==> src/rtl/vga_plot_arbiter_if.sv <==
// Signal bundle between the pixel requesters / clear control and the arbiter,
// including the arbiter's write port toward vga_adapter.
interface vga_plot_arbiter_if;
    logic       clear_start;
    logic [2:0] clear_colour;
    logic       clear_busy;
    logic       clear_done;
    logic       req0_valid;
    logic       req0_ready;
    logic [7:0] req0_x;
    logic [6:0] req0_y;
    logic [2:0] req0_colour;
    logic       req1_valid;
    logic       req1_ready;
    logic [7:0] req1_x;
    logic [6:0] req1_y;
    logic [2:0] req1_colour;
    logic [7:0] vga_x;
    logic [6:0] vga_y;
    logic [2:0] vga_colour;
    logic       vga_plot;

    modport slave (
        input  clear_start, clear_colour,
        input  req0_valid, req0_x, req0_y, req0_colour,
        input  req1_valid, req1_x, req1_y, req1_colour,
        output clear_busy, clear_done, req0_ready, req1_ready,
        output vga_x, vga_y, vga_colour, vga_plot
    );

    modport master (
        output clear_start, clear_colour,
        output req0_valid, req0_x, req0_y, req0_colour,
        output req1_valid, req1_x, req1_y, req1_colour,
        input  clear_busy, clear_done, req0_ready, req1_ready,
        input  vga_x, vga_y, vga_colour, vga_plot
    );
endinterface

==> src/rtl/vga_plot_arbiter.sv <==
// Round-robin arbiter for two pixel requesters in front of vga_adapter, with a
// built-in clear-screen sweep that has priority and writes one pixel per cycle.
module vga_plot_arbiter #(
    parameter int SCREEN_W = 160,
    parameter int SCREEN_H = 120
) (
    input  logic                clock,
    input  logic                resetn,
    vga_plot_arbiter_if.slave   bus
);
    localparam logic [7:0] X_LAST = 8'(SCREEN_W - 1);
    localparam logic [6:0] Y_LAST = 7'(SCREEN_H - 1);
    localparam logic [8:0] X_LIM  = 9'(SCREEN_W);
    localparam logic [7:0] Y_LIM  = 8'(SCREEN_H);

    typedef enum logic {ST_ARB = 1'b0, ST_CLEAR = 1'b1} state_e;

    state_e     state_q, state_d;
    logic       last_grant_q, last_grant_d;
    logic [7:0] cx_q, cx_d;
    logic [6:0] cy_q, cy_d;
    logic [2:0] clr_colour_q, clr_colour_d;
    logic [7:0] vga_x_q, vga_x_d;
    logic [6:0] vga_y_q, vga_y_d;
    logic [2:0] vga_colour_q, vga_colour_d;
    logic       vga_plot_q, vga_plot_d;
    logic       busy_q, busy_d;
    logic       done_q, done_d;
    logic       grant0_s, grant1_s, sweep_s, at_last_s;

    function automatic logic in_range(input logic [7:0] x, input logic [6:0] y);
        return ({1'b0, x} < X_LIM) && ({1'b0, y} < Y_LIM);
    endfunction

    assign at_last_s = (cx_q == X_LAST) && (cy_q == Y_LAST);

    // Next-state: clear sweep (counters idle at 0 in ARB, so the first pixel
    // goes out in the clear_start cycle itself), else round-robin grant.
    always_comb begin
        state_d      = state_q;
        last_grant_d = last_grant_q;
        cx_d         = cx_q;
        cy_d         = cy_q;
        clr_colour_d = clr_colour_q;
        vga_x_d      = vga_x_q;
        vga_y_d      = vga_y_q;
        vga_colour_d = vga_colour_q;
        vga_plot_d   = 1'b0;
        busy_d       = 1'b0;
        done_d       = 1'b0;
        grant0_s     = 1'b0;
        grant1_s     = 1'b0;
        sweep_s      = 1'b0;

        case (state_q)
            ST_ARB: begin
                if (bus.clear_start) begin
                    sweep_s      = 1'b1;
                    clr_colour_d = bus.clear_colour;
                end else begin
                    grant0_s = bus.req0_valid && (!bus.req1_valid || last_grant_q);
                    grant1_s = bus.req1_valid && (!bus.req0_valid || !last_grant_q);
                end
            end
            ST_CLEAR: sweep_s = 1'b1;
            default:  state_d = ST_ARB;
        endcase

        if (sweep_s) begin
            vga_x_d      = cx_q;
            vga_y_d      = cy_q;
            vga_colour_d = (state_q == ST_CLEAR) ? clr_colour_q : bus.clear_colour;
            vga_plot_d   = 1'b1;
            busy_d       = 1'b1;
            if (at_last_s) begin
                done_d  = 1'b1;
                state_d = ST_ARB;
                cx_d    = 8'd0;
                cy_d    = 7'd0;
            end else begin
                state_d = ST_CLEAR;
                if (cx_q == X_LAST) begin
                    cx_d = 8'd0;
                    cy_d = cy_q + 7'd1;
                end else begin
                    cx_d = cx_q + 8'd1;
                end
            end
        end else if (grant0_s) begin
            last_grant_d = 1'b0;
            if (in_range(bus.req0_x, bus.req0_y)) begin
                vga_x_d      = bus.req0_x;
                vga_y_d      = bus.req0_y;
                vga_colour_d = bus.req0_colour;
                vga_plot_d   = 1'b1;
            end else begin
                vga_plot_d   = 1'b0;
            end
        end else if (grant1_s) begin
            last_grant_d = 1'b1;
            if (in_range(bus.req1_x, bus.req1_y)) begin
                vga_x_d      = bus.req1_x;
                vga_y_d      = bus.req1_y;
                vga_colour_d = bus.req1_colour;
                vga_plot_d   = 1'b1;
            end else begin
                vga_plot_d   = 1'b0;
            end
        end else begin
            vga_plot_d = 1'b0;
        end
    end

    // State, sweep counters and registered vga_adapter drive.
    always_ff @(posedge clock or negedge resetn) begin
        if (!resetn) begin
            state_q      <= ST_ARB;
            last_grant_q <= 1'b1;
            cx_q         <= 8'd0;
            cy_q         <= 7'd0;
            clr_colour_q <= 3'd0;
            vga_x_q      <= 8'd0;
            vga_y_q      <= 7'd0;
            vga_colour_q <= 3'd0;
            vga_plot_q   <= 1'b0;
            busy_q       <= 1'b0;
            done_q       <= 1'b0;
        end else begin
            state_q      <= state_d;
            last_grant_q <= last_grant_d;
            cx_q         <= cx_d;
            cy_q         <= cy_d;
            clr_colour_q <= clr_colour_d;
            vga_x_q      <= vga_x_d;
            vga_y_q      <= vga_y_d;
            vga_colour_q <= vga_colour_d;
            vga_plot_q   <= vga_plot_d;
            busy_q       <= busy_d;
            done_q       <= done_d;
        end
    end

    assign bus.req0_ready = grant0_s;
    assign bus.req1_ready = grant1_s;
    assign bus.vga_x      = vga_x_q;
    assign bus.vga_y      = vga_y_q;
    assign bus.vga_colour = vga_colour_q;
    assign bus.vga_plot   = vga_plot_q;
    assign bus.clear_busy = busy_q;
    assign bus.clear_done = done_q;
endmodule

==> src/flat_wrapper.sv <==
// flat-port wrapper written by rule: the top's interface ports become plain ports
module vga_plot_arbiter_flat 
#(
    parameter int SCREEN_W = 160,
    parameter int SCREEN_H = 120
)
  (clock, resetn, bus_clear_start, bus_clear_colour, bus_req0_valid, bus_req0_x, bus_req0_y, bus_req0_colour, bus_req1_valid, bus_req1_x, bus_req1_y, bus_req1_colour, bus_clear_busy, bus_clear_done, bus_req0_ready, bus_req1_ready, bus_vga_x, bus_vga_y, bus_vga_colour, bus_vga_plot);
  vga_plot_arbiter_if bus_i ();
  input  logic clock;
  input  logic resetn;
  input wire logic [$bits(bus_i.clear_start)-1:0] bus_clear_start;
  input wire logic [$bits(bus_i.clear_colour)-1:0] bus_clear_colour;
  input wire logic [$bits(bus_i.req0_valid)-1:0] bus_req0_valid;
  input wire logic [$bits(bus_i.req0_x)-1:0] bus_req0_x;
  input wire logic [$bits(bus_i.req0_y)-1:0] bus_req0_y;
  input wire logic [$bits(bus_i.req0_colour)-1:0] bus_req0_colour;
  input wire logic [$bits(bus_i.req1_valid)-1:0] bus_req1_valid;
  input wire logic [$bits(bus_i.req1_x)-1:0] bus_req1_x;
  input wire logic [$bits(bus_i.req1_y)-1:0] bus_req1_y;
  input wire logic [$bits(bus_i.req1_colour)-1:0] bus_req1_colour;
  output wire logic [$bits(bus_i.clear_busy)-1:0] bus_clear_busy;
  output wire logic [$bits(bus_i.clear_done)-1:0] bus_clear_done;
  output wire logic [$bits(bus_i.req0_ready)-1:0] bus_req0_ready;
  output wire logic [$bits(bus_i.req1_ready)-1:0] bus_req1_ready;
  output wire logic [$bits(bus_i.vga_x)-1:0] bus_vga_x;
  output wire logic [$bits(bus_i.vga_y)-1:0] bus_vga_y;
  output wire logic [$bits(bus_i.vga_colour)-1:0] bus_vga_colour;
  output wire logic [$bits(bus_i.vga_plot)-1:0] bus_vga_plot;
  assign bus_i.clear_start = bus_clear_start;
  assign bus_i.clear_colour = bus_clear_colour;
  assign bus_i.req0_valid = bus_req0_valid;
  assign bus_i.req0_x = bus_req0_x;
  assign bus_i.req0_y = bus_req0_y;
  assign bus_i.req0_colour = bus_req0_colour;
  assign bus_i.req1_valid = bus_req1_valid;
  assign bus_i.req1_x = bus_req1_x;
  assign bus_i.req1_y = bus_req1_y;
  assign bus_i.req1_colour = bus_req1_colour;
  assign bus_clear_busy = bus_i.clear_busy;
  assign bus_clear_done = bus_i.clear_done;
  assign bus_req0_ready = bus_i.req0_ready;
  assign bus_req1_ready = bus_i.req1_ready;
  assign bus_vga_x = bus_i.vga_x;
  assign bus_vga_y = bus_i.vga_y;
  assign bus_vga_colour = bus_i.vga_colour;
  assign bus_vga_plot = bus_i.vga_plot;
  vga_plot_arbiter #(.SCREEN_W(SCREEN_W), .SCREEN_H(SCREEN_H)) u_core (.clock(clock), .resetn(resetn), .bus(bus_i));
endmodule
==> config.mk <==
export PLATFORM = sky130hd
export DESIGN_NAME = vga_plot_arbiter_flat
export DESIGN_NICKNAME = d
export VERILOG_FILES = /design/src/rtl/vga_plot_arbiter_if.sv /design/src/rtl/vga_plot_arbiter.sv /design/src/flat_wrapper.sv
export SDC_FILE = /design/constraint.sdc
export NUM_CORES = 1
export LEC_CHECK = 0
export ABC_CLOCK_PERIOD_IN_PS = 2200
export CORE_MARGIN = 10
export CORE_UTILIZATION = 47
export CTS_CLUSTER_DIAMETER = 30
export DETAILED_ROUTE_END_ITERATION = 7
export GPL_ROUTABILITY_DRIVEN = 0
export GPL_TIMING_DRIVEN = 1
export PLACE_DENSITY = 0.81
export SLEW_MARGIN = 10
export SYNTH_ARGS = -nofsm -noshare
export SYNTH_HDL_FRONTEND = slang
export SYNTH_SLANG_ARGS = --single-unit
export TNS_END_PERCENT = 30
==> constraint.sdc <==
create_clock -name clock -period 2.2 [get_ports clock]
set_input_delay 0.22 -clock clock [delete_from_list [all_inputs] [get_ports clock]]
set_output_delay 0.22 -clock clock [all_outputs]
set_load 0.05 [all_outputs]
==> metrics.log, run 1 <==
INFO  metric p_int = 0.00163 W
INFO  metric yosys.area_share.adder = 0.0111
INFO  metric synthMuxAreaShare = 0.125
INFO  metric timing.max_cap.violations = 0
INFO  metric die_area = 0.00796 mm2
INFO  metric ys.flop_type = sky130_fd_sc_hd__dfrtp_1
INFO  metric mean_instance_size_in_the_synthesized_netlist = 10.2 um2
INFO  metric cts_num_sinks = 41
INFO  metric leakage_power = 1.24 nW
INFO  metric seq_area_frac_synth = 0.456
INFO  metric critical-path-slowest-cell = sky130_fd_sc_hd__dfrtp_1
INFO  metric instance_count_of_the_mapped_netlist = 220
INFO  metric initial_utilization = 0.480
INFO  metric critical_path_arrival = 1.81 ns
INFO  metric dieWidth = 89.2 um
INFO  metric vdd.ir_drop.worst = 0.355 mV
INFO  metric residual_antenna_violating_net_count_after_detailed_routing = 0
INFO  metric ioPinCount = 67
INFO  metric area_growth_from_synthesis_to_layout = 36.5%
INFO  metric die-height = 89.2 um
INFO  metric tritoncts = built
INFO  metric final_min_period_over_clock_period = 0.922
INFO  metric postCtsSetupRepairBufs = 0
INFO  metric p_seq_frac = 0.416
INFO  metric power_density = 804 mW/mm2
INFO  metric unrepaired_setup_endpoints_after_global_routing = no
INFO  metric crit_required = 1.98 ns
INFO  metric layout-drive-gt1-share = 0.160
INFO  metric share_comb_of_total_power = 0.330
INFO  metric drt_drc_violations_left = 0
INFO  metric overflow = 0
INFO  metric netlist-cell-type-count = 44
INFO  metric synth_simple_gate_area_frac = 0.216
INFO  metric min_period = 2.03 ns
INFO  metric globalRouteTotalUtil = 0.162
INFO  metric synth_xor_area_frac = 0.0233
INFO  metric post-dp-hpwl = 4650 um
INFO  metric routed_wirelength = 6240 um
INFO  metric ys_async_sr_fraction = 1.00
INFO  metric maxClockFrequency = 493 MHz
INFO  metric firstDrtPassIters = 4
INFO  metric reg2reg_slack = 0.32 ns
INFO  metric slew_viol_final = 0
INFO  metric root_buffer = sky130_fd_sc_hd__clkbuf_8
INFO  metric cts_resized = 0
INFO  metric critPathKind = flop to output pin
INFO  metric netlist_area = 0.00225 mm2
INFO  metric worstPathBufferInverterCount = 2
INFO  metric cts_inserted_buffers = 5
INFO  metric core_area = 0.00469 mm2
INFO  metric postSynthNetCount = 266
INFO  metric grt_max_degree = 42
INFO  metric path_delay_family = simple AND/OR/NAND/NOR gates
INFO  metric synthesis.yosys.warnings = 0
INFO  metric hold_viol_final = 0
INFO  metric clock_skew = 0.00366 ns
INFO  metric cts_hold_repair.buffers = 0
INFO  metric num-nets-final = 332
INFO  metric drt-initial-drc-count = 104
INFO  metric floorplan.rows = 25
INFO  metric hold_path.class = primary input to async pin
INFO  metric finalSetupViolCount = 0
INFO  metric clockPowerShare = 0.254
INFO  metric drt-wirelength-per-cell = 18.3 um
INFO  metric startpoint_type = flop
INFO  metric grt_antenna_before_repair = 0
INFO  metric first_global_vias = 1,997
INFO  metric outcome = finished clean
INFO  metric worstPathCellList = nor3b_2, and2_1, buf_4, buf_12
INFO  metric crit_path_max_incr_delay = 0.54 ns
INFO  metric share_of_the_synthesized_area_in_compound_gates_ao_oa_aoi_oai = 0.123
INFO  metric worst_skew_pair.late_latency = 0.29 ns
INFO  metric io_buffers = 66
INFO  metric cts_htree_levels = 2
INFO  metric diodes = 0
INFO  metric global_route_wire_length_before_repair = 10,000 um
INFO  metric place_worst_setup_slack = 0.0921 ns
INFO  metric timing_worst_slew_pin_value = 0.901 ns
INFO  metric avgViaCountPerCell = 5.68
INFO  metric number_of_synthesized_register_bits = 41
INFO  metric max-slew-margin-rel = 0.399
INFO  metric fin_tns_setup = 0 ns
INFO  metric synth_top_family_by_area = simple AND/OR/NAND/NOR gates
INFO  metric switching_power = 0.000838 W
INFO  metric setup_slack = 0.171 ns
INFO  metric synth_edf_count = 0
INFO  metric swShare = 0.339
INFO  metric largest_fanout_on_the_critical_path = 9
INFO  metric vias = 1,938
INFO  metric clk_transition_reported_paths = 0.08 ns
INFO  metric hold_slack = 0.0497 ns
INFO  metric clockBufferDepth = 2
INFO  metric end_kind = output pin
==> cell families after synthesis <==
group | Yosys count
simple gates | 93
flops | 41
compound gates | 39
mux | 22
buf+inv | 17
xor+xnor | 6
fa+ha+maj | 2
==> cells in the final DEF (no fill, tap or decap), types with 3 or more instances in the layout <==
cell type / netlist / final
sky130_fd_sc_hd__nand4_1: 3 / 3
sky130_fd_sc_hd__mux2_2: 13 / 13
sky130_fd_sc_hd__nand2_1: 43 / 43
sky130_fd_sc_hd__xnor2_1: 4 / 4
sky130_fd_sc_hd__a22oi_1: 3 / 3
sky130_fd_sc_hd__buf_4: 1 / 7
sky130_fd_sc_hd__nor2_1: 5 / 5
sky130_fd_sc_hd__a21oi_1: 3 / 3
sky130_fd_sc_hd__nand3_1: 23 / 23
sky130_fd_sc_hd__mux2_4: 9 / 9
sky130_fd_sc_hd__clkbuf_8: 0 / 6
sky130_fd_sc_hd__clkdlybuf4s50_1: 0 / 63
sky130_fd_sc_hd__o211ai_1: 16 / 16
sky130_fd_sc_hd__nor3_1: 3 / 3
sky130_fd_sc_hd__dfrtp_1: 40 / 40
sky130_fd_sc_hd__o21ai_0: 6 / 6
==> per-layer routing <==
layer / up-vias / global-route usage / wire length (um)
met1: 926 / 0.200 / 2780
met4: 0 / 0.0434 / 55
li1: 924 / - / -
met3: 5 / 0.0529 / 504
met2: 83 / 0.265 / 2900
met5: - / 0 / 0
==> state kept, by name, summed over array words and instances, names as in the netlist <==
register               flops
u_core.bus.vga_y           7
u_core.bus.clear_done      1
u_core.cy_q                7
u_core.clr_colour_q        3
u_core.bus.vga_x           8
u_core.cx_q                8
u_core.state_q             1
u_core.bus.vga_plot        1
u_core.bus.clear_busy      1
u_core.last_grant_q        1
u_core.bus.vga_colour      3
==> synth_stat cells (3+ instances only) <==
cell / count / area share
sky130_fd_sc_hd__nand3_1: 23 / 0.051
sky130_fd_sc_hd__dfrtp_1: 40 / 0.44
sky130_fd_sc_hd__a21oi_1: 3 / 0.0067
sky130_fd_sc_hd__nor2_1: 5 / 0.0083
sky130_fd_sc_hd__clkbuf_1: 5 / 0.0083
sky130_fd_sc_hd__nor3_1: 3 / 0.0067
sky130_fd_sc_hd__o211ai_1: 16 / 0.053
sky130_fd_sc_hd__a22oi_1: 3 / 0.010
sky130_fd_sc_hd__mux2_2: 13 / 0.065
sky130_fd_sc_hd__mux2_4: 9 / 0.060
sky130_fd_sc_hd__buf_6: 4 / 0.020
sky130_fd_sc_hd__o21ai_0: 6 / 0.013
sky130_fd_sc_hd__nand4_1: 3 / 0.0083
sky130_fd_sc_hd__nand2_1: 43 / 0.072
sky130_fd_sc_hd__xnor2_1: 4 / 0.016
==> power by group through the flow <==
stage | Sequential [W] | Clock [W] | Combinational [W]
floorplan | 0.00124 | 0 | 0.000288
global placement | 0.00103 | 0 | 0.000797
detailed placement | 0.00104 | 0 | 0.000816
CTS | 0.00103 | 0.000642 | 0.000822
global route | 0.00105 | 0.000680 | 0.000876
finish | 0.00103 | 0.000627 | 0.000815
==> final timing paths <==
check / start / to / cells after the start
worst max-delay path: u_core.state_q$_DFFE_PN0P_ / bus_req0_ready / 4
worst min-delay path: resetn / u_core.bus.clear_busy$_DFF_PN0_ / 1
worst max register to register: u_core.state_q$_DFFE_PN0P_ / u_core.bus.vga_colour[0]$_DFFE_PN0P_ / 5
worst min register to register: u_core.clr_colour_q[1]$_DFFE_PN0P_ / u_core.clr_colour_q[1]$_DFFE_PN0P_ / 1
max in group asynchronous: resetn / u_core.clr_colour_q[2]$_DFFE_PN0P_ / 1
min in group clock: u_core.clr_colour_q[1]$_DFFE_PN0P_ / u_core.clr_colour_q[1]$_DFFE_PN0P_ / 1
==> through the flow <==
step / power [W] / std cells / util / instance area (um2)
global placement: 0.00183 / 333 / 0.630 / 2960
global route: 0.00260 / 341 / 0.655 / 3070
floorplan: 0.00153 / 220 / - / 2250
detailed placement: 0.00186 / 333 / 0.630 / 2960
finish: 0.00247 / 341 / 0.655 / 3070
CTS: 0.00249 / 341 / 0.655 / 3070
==> layout make-up <==
type                            count  area, um2
Fill cell                         375       1620
Multi-Input combinational cell    162       1120
Sequential cell                    41       1030
Timing Repair Buffer               73        728
Clock buffer                        7       86.3
Tap cell                           54       67.6
Clock inverter                      1       30.0
Inverter                            3       11.3
Note: power is estimated with default switching activity, not from simulation.
==> run 2: changes to the inputs <==
PLACE_DENSITY = 0.76   (was 0.81)
==> run 2 against run 1 <==
Against the previous run: combinational power decreased by 0.7%; clock skew is 0.0026 ns higher; via count is 1.2% lower; worst hold slack gained 0.0013 ns; first-iteration DRC count grew 66%; routed wire length shrank 4.5%; cell area is 0.49% higher; die area unchanged; highest routed layer unchanged; total power fell by 0.24%; critical path depth grew 1; critical path type is now primary input to output pin; global-route usage shrank 0.78 points; worst setup slack improved by 0.090 ns.
==> metrics.log, run 2 (synthesis results as in run 1) <==
INFO  metric num-nets-final = 334
INFO  metric area_growth_from_synthesis_to_layout = 37.2%
INFO  metric mostFrequentLayoutCell = sky130_fd_sc_hd__clkdlybuf4s50_1
INFO  metric globalRouteMet2Util = 0.229
INFO  metric dieWidth = 89.2 um
INFO  metric path_delay_family = buffers and inverters
INFO  metric worst_skew_pair.late_latency = 0.29 ns
INFO  metric detailed_place.area = 0.00297 mm2
INFO  metric fill_cells = 370
INFO  metric firstDrtPassIters = 4
INFO  metric outcome = finished clean
INFO  metric placedCellCount = 335
INFO  metric cts_num_sinks = 41
INFO  metric timing.max_cap.violations = 0
INFO  metric startpoint_type = primary input
INFO  metric destination_of_the_worst_register_to_register_timing_path = u_core.cy_q[2]$_DFFE_PN0P_
INFO  metric timing_worst_slew_pin_value = 0.912 ns
INFO  metric power_density = 798 mW/mm2
INFO  metric initial_utilization = 0.480
INFO  metric finalSetupViolCount = 0
INFO  metric die-height = 89.2 um
INFO  metric grt_antenna_before_repair = 0
INFO  metric cts_resized = 0
INFO  metric rr_startpoint = u_core.state_q$_DFFE_PN0P_
INFO  metric drt_drc_violations_left = 0
INFO  metric min_period = 1.94 ns
INFO  metric critical_path_arrival = 1.72 ns
INFO  metric cts_hold_repair.buffers = 0
INFO  metric vias = 1,915
INFO  metric final_min_period_over_clock_period = 0.881
INFO  metric post-dp-hpwl = 4500 um
INFO  metric slew_viol_final = 0
INFO  metric largest_fanout_on_the_critical_path = 9
INFO  metric root_buffer = sky130_fd_sc_hd__clkbuf_8
INFO  metric residual_antenna_violating_net_count_after_detailed_routing = 0
INFO  metric gr-usage-met3 = 0.0520
INFO  metric avgViaCountPerCell = 5.58
INFO  metric crit_required = 1.98 ns
INFO  metric grt_busiest_layer = met2
INFO  metric hold_path.class = primary input to async pin
INFO  metric end_kind = output pin
INFO  metric drt-wirelength-per-cell = 17.4 um
INFO  metric critical-path-slowest-cell = sky130_fd_sc_hd__clkdlybuf4s50_1
INFO  metric clock_skew = 0.00630 ns
INFO  metric clockBufferDepth = 2
INFO  metric io_buffers = 66
INFO  metric overflow = 0
INFO  metric worst_setup_path_startpoint = bus_clear_start
INFO  metric die_area = 0.00796 mm2
INFO  metric reg2reg_slack = 0.42 ns
INFO  metric crit_path_max_incr_delay = 0.57 ns
INFO  metric first_global_vias = 1,918
INFO  metric max-slew-margin-rel = 0.392
INFO  metric leakage_power = 1.25 nW
INFO  metric critPathKind = primary input to output pin
INFO  metric met1_usage = 0.206
INFO  metric vdd.ir_drop.worst = 0.365 mV
INFO  metric tritoncts = built
INFO  metric worstRegToRegCells = 6
INFO  metric unrepaired_setup_endpoints_after_global_routing = no
INFO  metric cts_htree_levels = 2
INFO  metric drt-initial-drc-count = 173
INFO  metric layout_common_cells = sky130_fd_sc_hd__clkdlybuf4s50_1 (63), sky130_fd_sc_hd__nand2_1 (43), sky130_fd_sc_hd__dfrtp_1 (40)
INFO  metric layout-drive-gt1-share = 0.166
INFO  metric ioPinCount = 67
INFO  metric fin_tns_setup = 0 ns
INFO  metric core_area = 0.00469 mm2
INFO  metric clk_transition_reported_paths = 0.08 ns
INFO  metric cts_inserted_buffers = 5
INFO  metric routed_wirelength = 5960 um
INFO  metric worstPathBufferInverterCount = 3
INFO  metric postLayoutCellArea = 0.00309 mm2
INFO  metric floorplan.rows = 25
INFO  metric maxClockFrequency = 516 MHz
INFO  metric worstPathCellList = clkdlybuf4s50_1, nor3b_2, and2_1, buf_4, buf_12
INFO  metric globalRouteTotalUtil = 0.154
INFO  metric grt_max_degree = 42
INFO  metric number_of_standard_cells_in_the_final_layout_excluding_fillers = 343
INFO  metric diodes = 0
INFO  metric postCtsSetupRepairBufs = 0
INFO  metric hold_viol_final = 0
INFO  metric global_route_wire_length_before_repair = 9580 um
==> run 2: cell types whose count changed in the layout (fill, tap and decap cells not counted), sizes merged <==
cell  previous run  this run
buf             10        12
==> run 2: report_power, final <==
group / switching (W) / internal [W]
logic: 0.000440 / 0.000370
clock network: 0.000259 / 0.000370
registers: 0.000132 / 0.000893
total: 0.000831 / 0.00163
==> run 2: layout make-up <==
type,count,area [um2],share of cell area
Sequential cell,41,1030,0.333
Timing Repair Buffer,75,743,0.241
Clock buffer,7,86.3,0.0280
Tap cell,54,67.6,0.0219
Clock inverter,1,30.0,0.00972
Multi-Input combinational cell,162,1120,0.363
Inverter,3,11.3,0.00365
==> run 2: worst register-to-register path: stages, from the launching register on <==
cell and delay [ns]:
sky130_fd_sc_hd__dfrtp_1 0.42, sky130_fd_sc_hd__buf_4 0.20, sky130_fd_sc_hd__nor2_8 0.09, sky130_fd_sc_hd__buf_4 0.20
sky130_fd_sc_hd__nor3_2 0.47, sky130_fd_sc_hd__nand2_1 0.13, sky130_fd_sc_hd__xnor2_1 0.15
==> run 2: metal layers <==
metal  share of wire  up-vias
li1                -      922
met1            0.44      904
met2            0.45       79
met3            0.10       10
met4           0.012        0
met5               0        -
==> run 2: metrics by stage <==
stage / hold WS (ns) / utilization / power (W) / worst slack, ns
detailed placement: 0.416 / 0.633 / 0.00186 / 0.0799
floorplan: -0.0756 / - / 0.00153 / 0.522
finish: 0.0510 / 0.658 / 0.00246 / 0.262
global placement: 0.399 / 0.633 / 0.00183 / 0.122
global route: 0.135 / 0.658 / 0.00258 / 0.143
CTS: 0.0930 / 0.658 / 0.00249 / 0.265
==> run 2: worst max-delay path by stage <==
| stage | to | slack, ns | depth (start not counted) |
|---|---|---|---|
| final | bus_req0_ready | 0.26 | 5 |
| after floorplan | u_core.bus.vga_x[1]$_DFFE_PN0P_ | 0.52 | 7 |
| after global placement | u_core.bus.vga_colour[0]$_DFFE_PN0P_ | 0.12 | 5 |
| after detailed placement | u_core.bus.vga_colour[0]$_DFFE_PN0P_ | 0.08 | 5 |
| after global routing | bus_req0_ready | 0.14 | 5 |
| after CTS | bus_req0_ready | 0.27 | 5 |
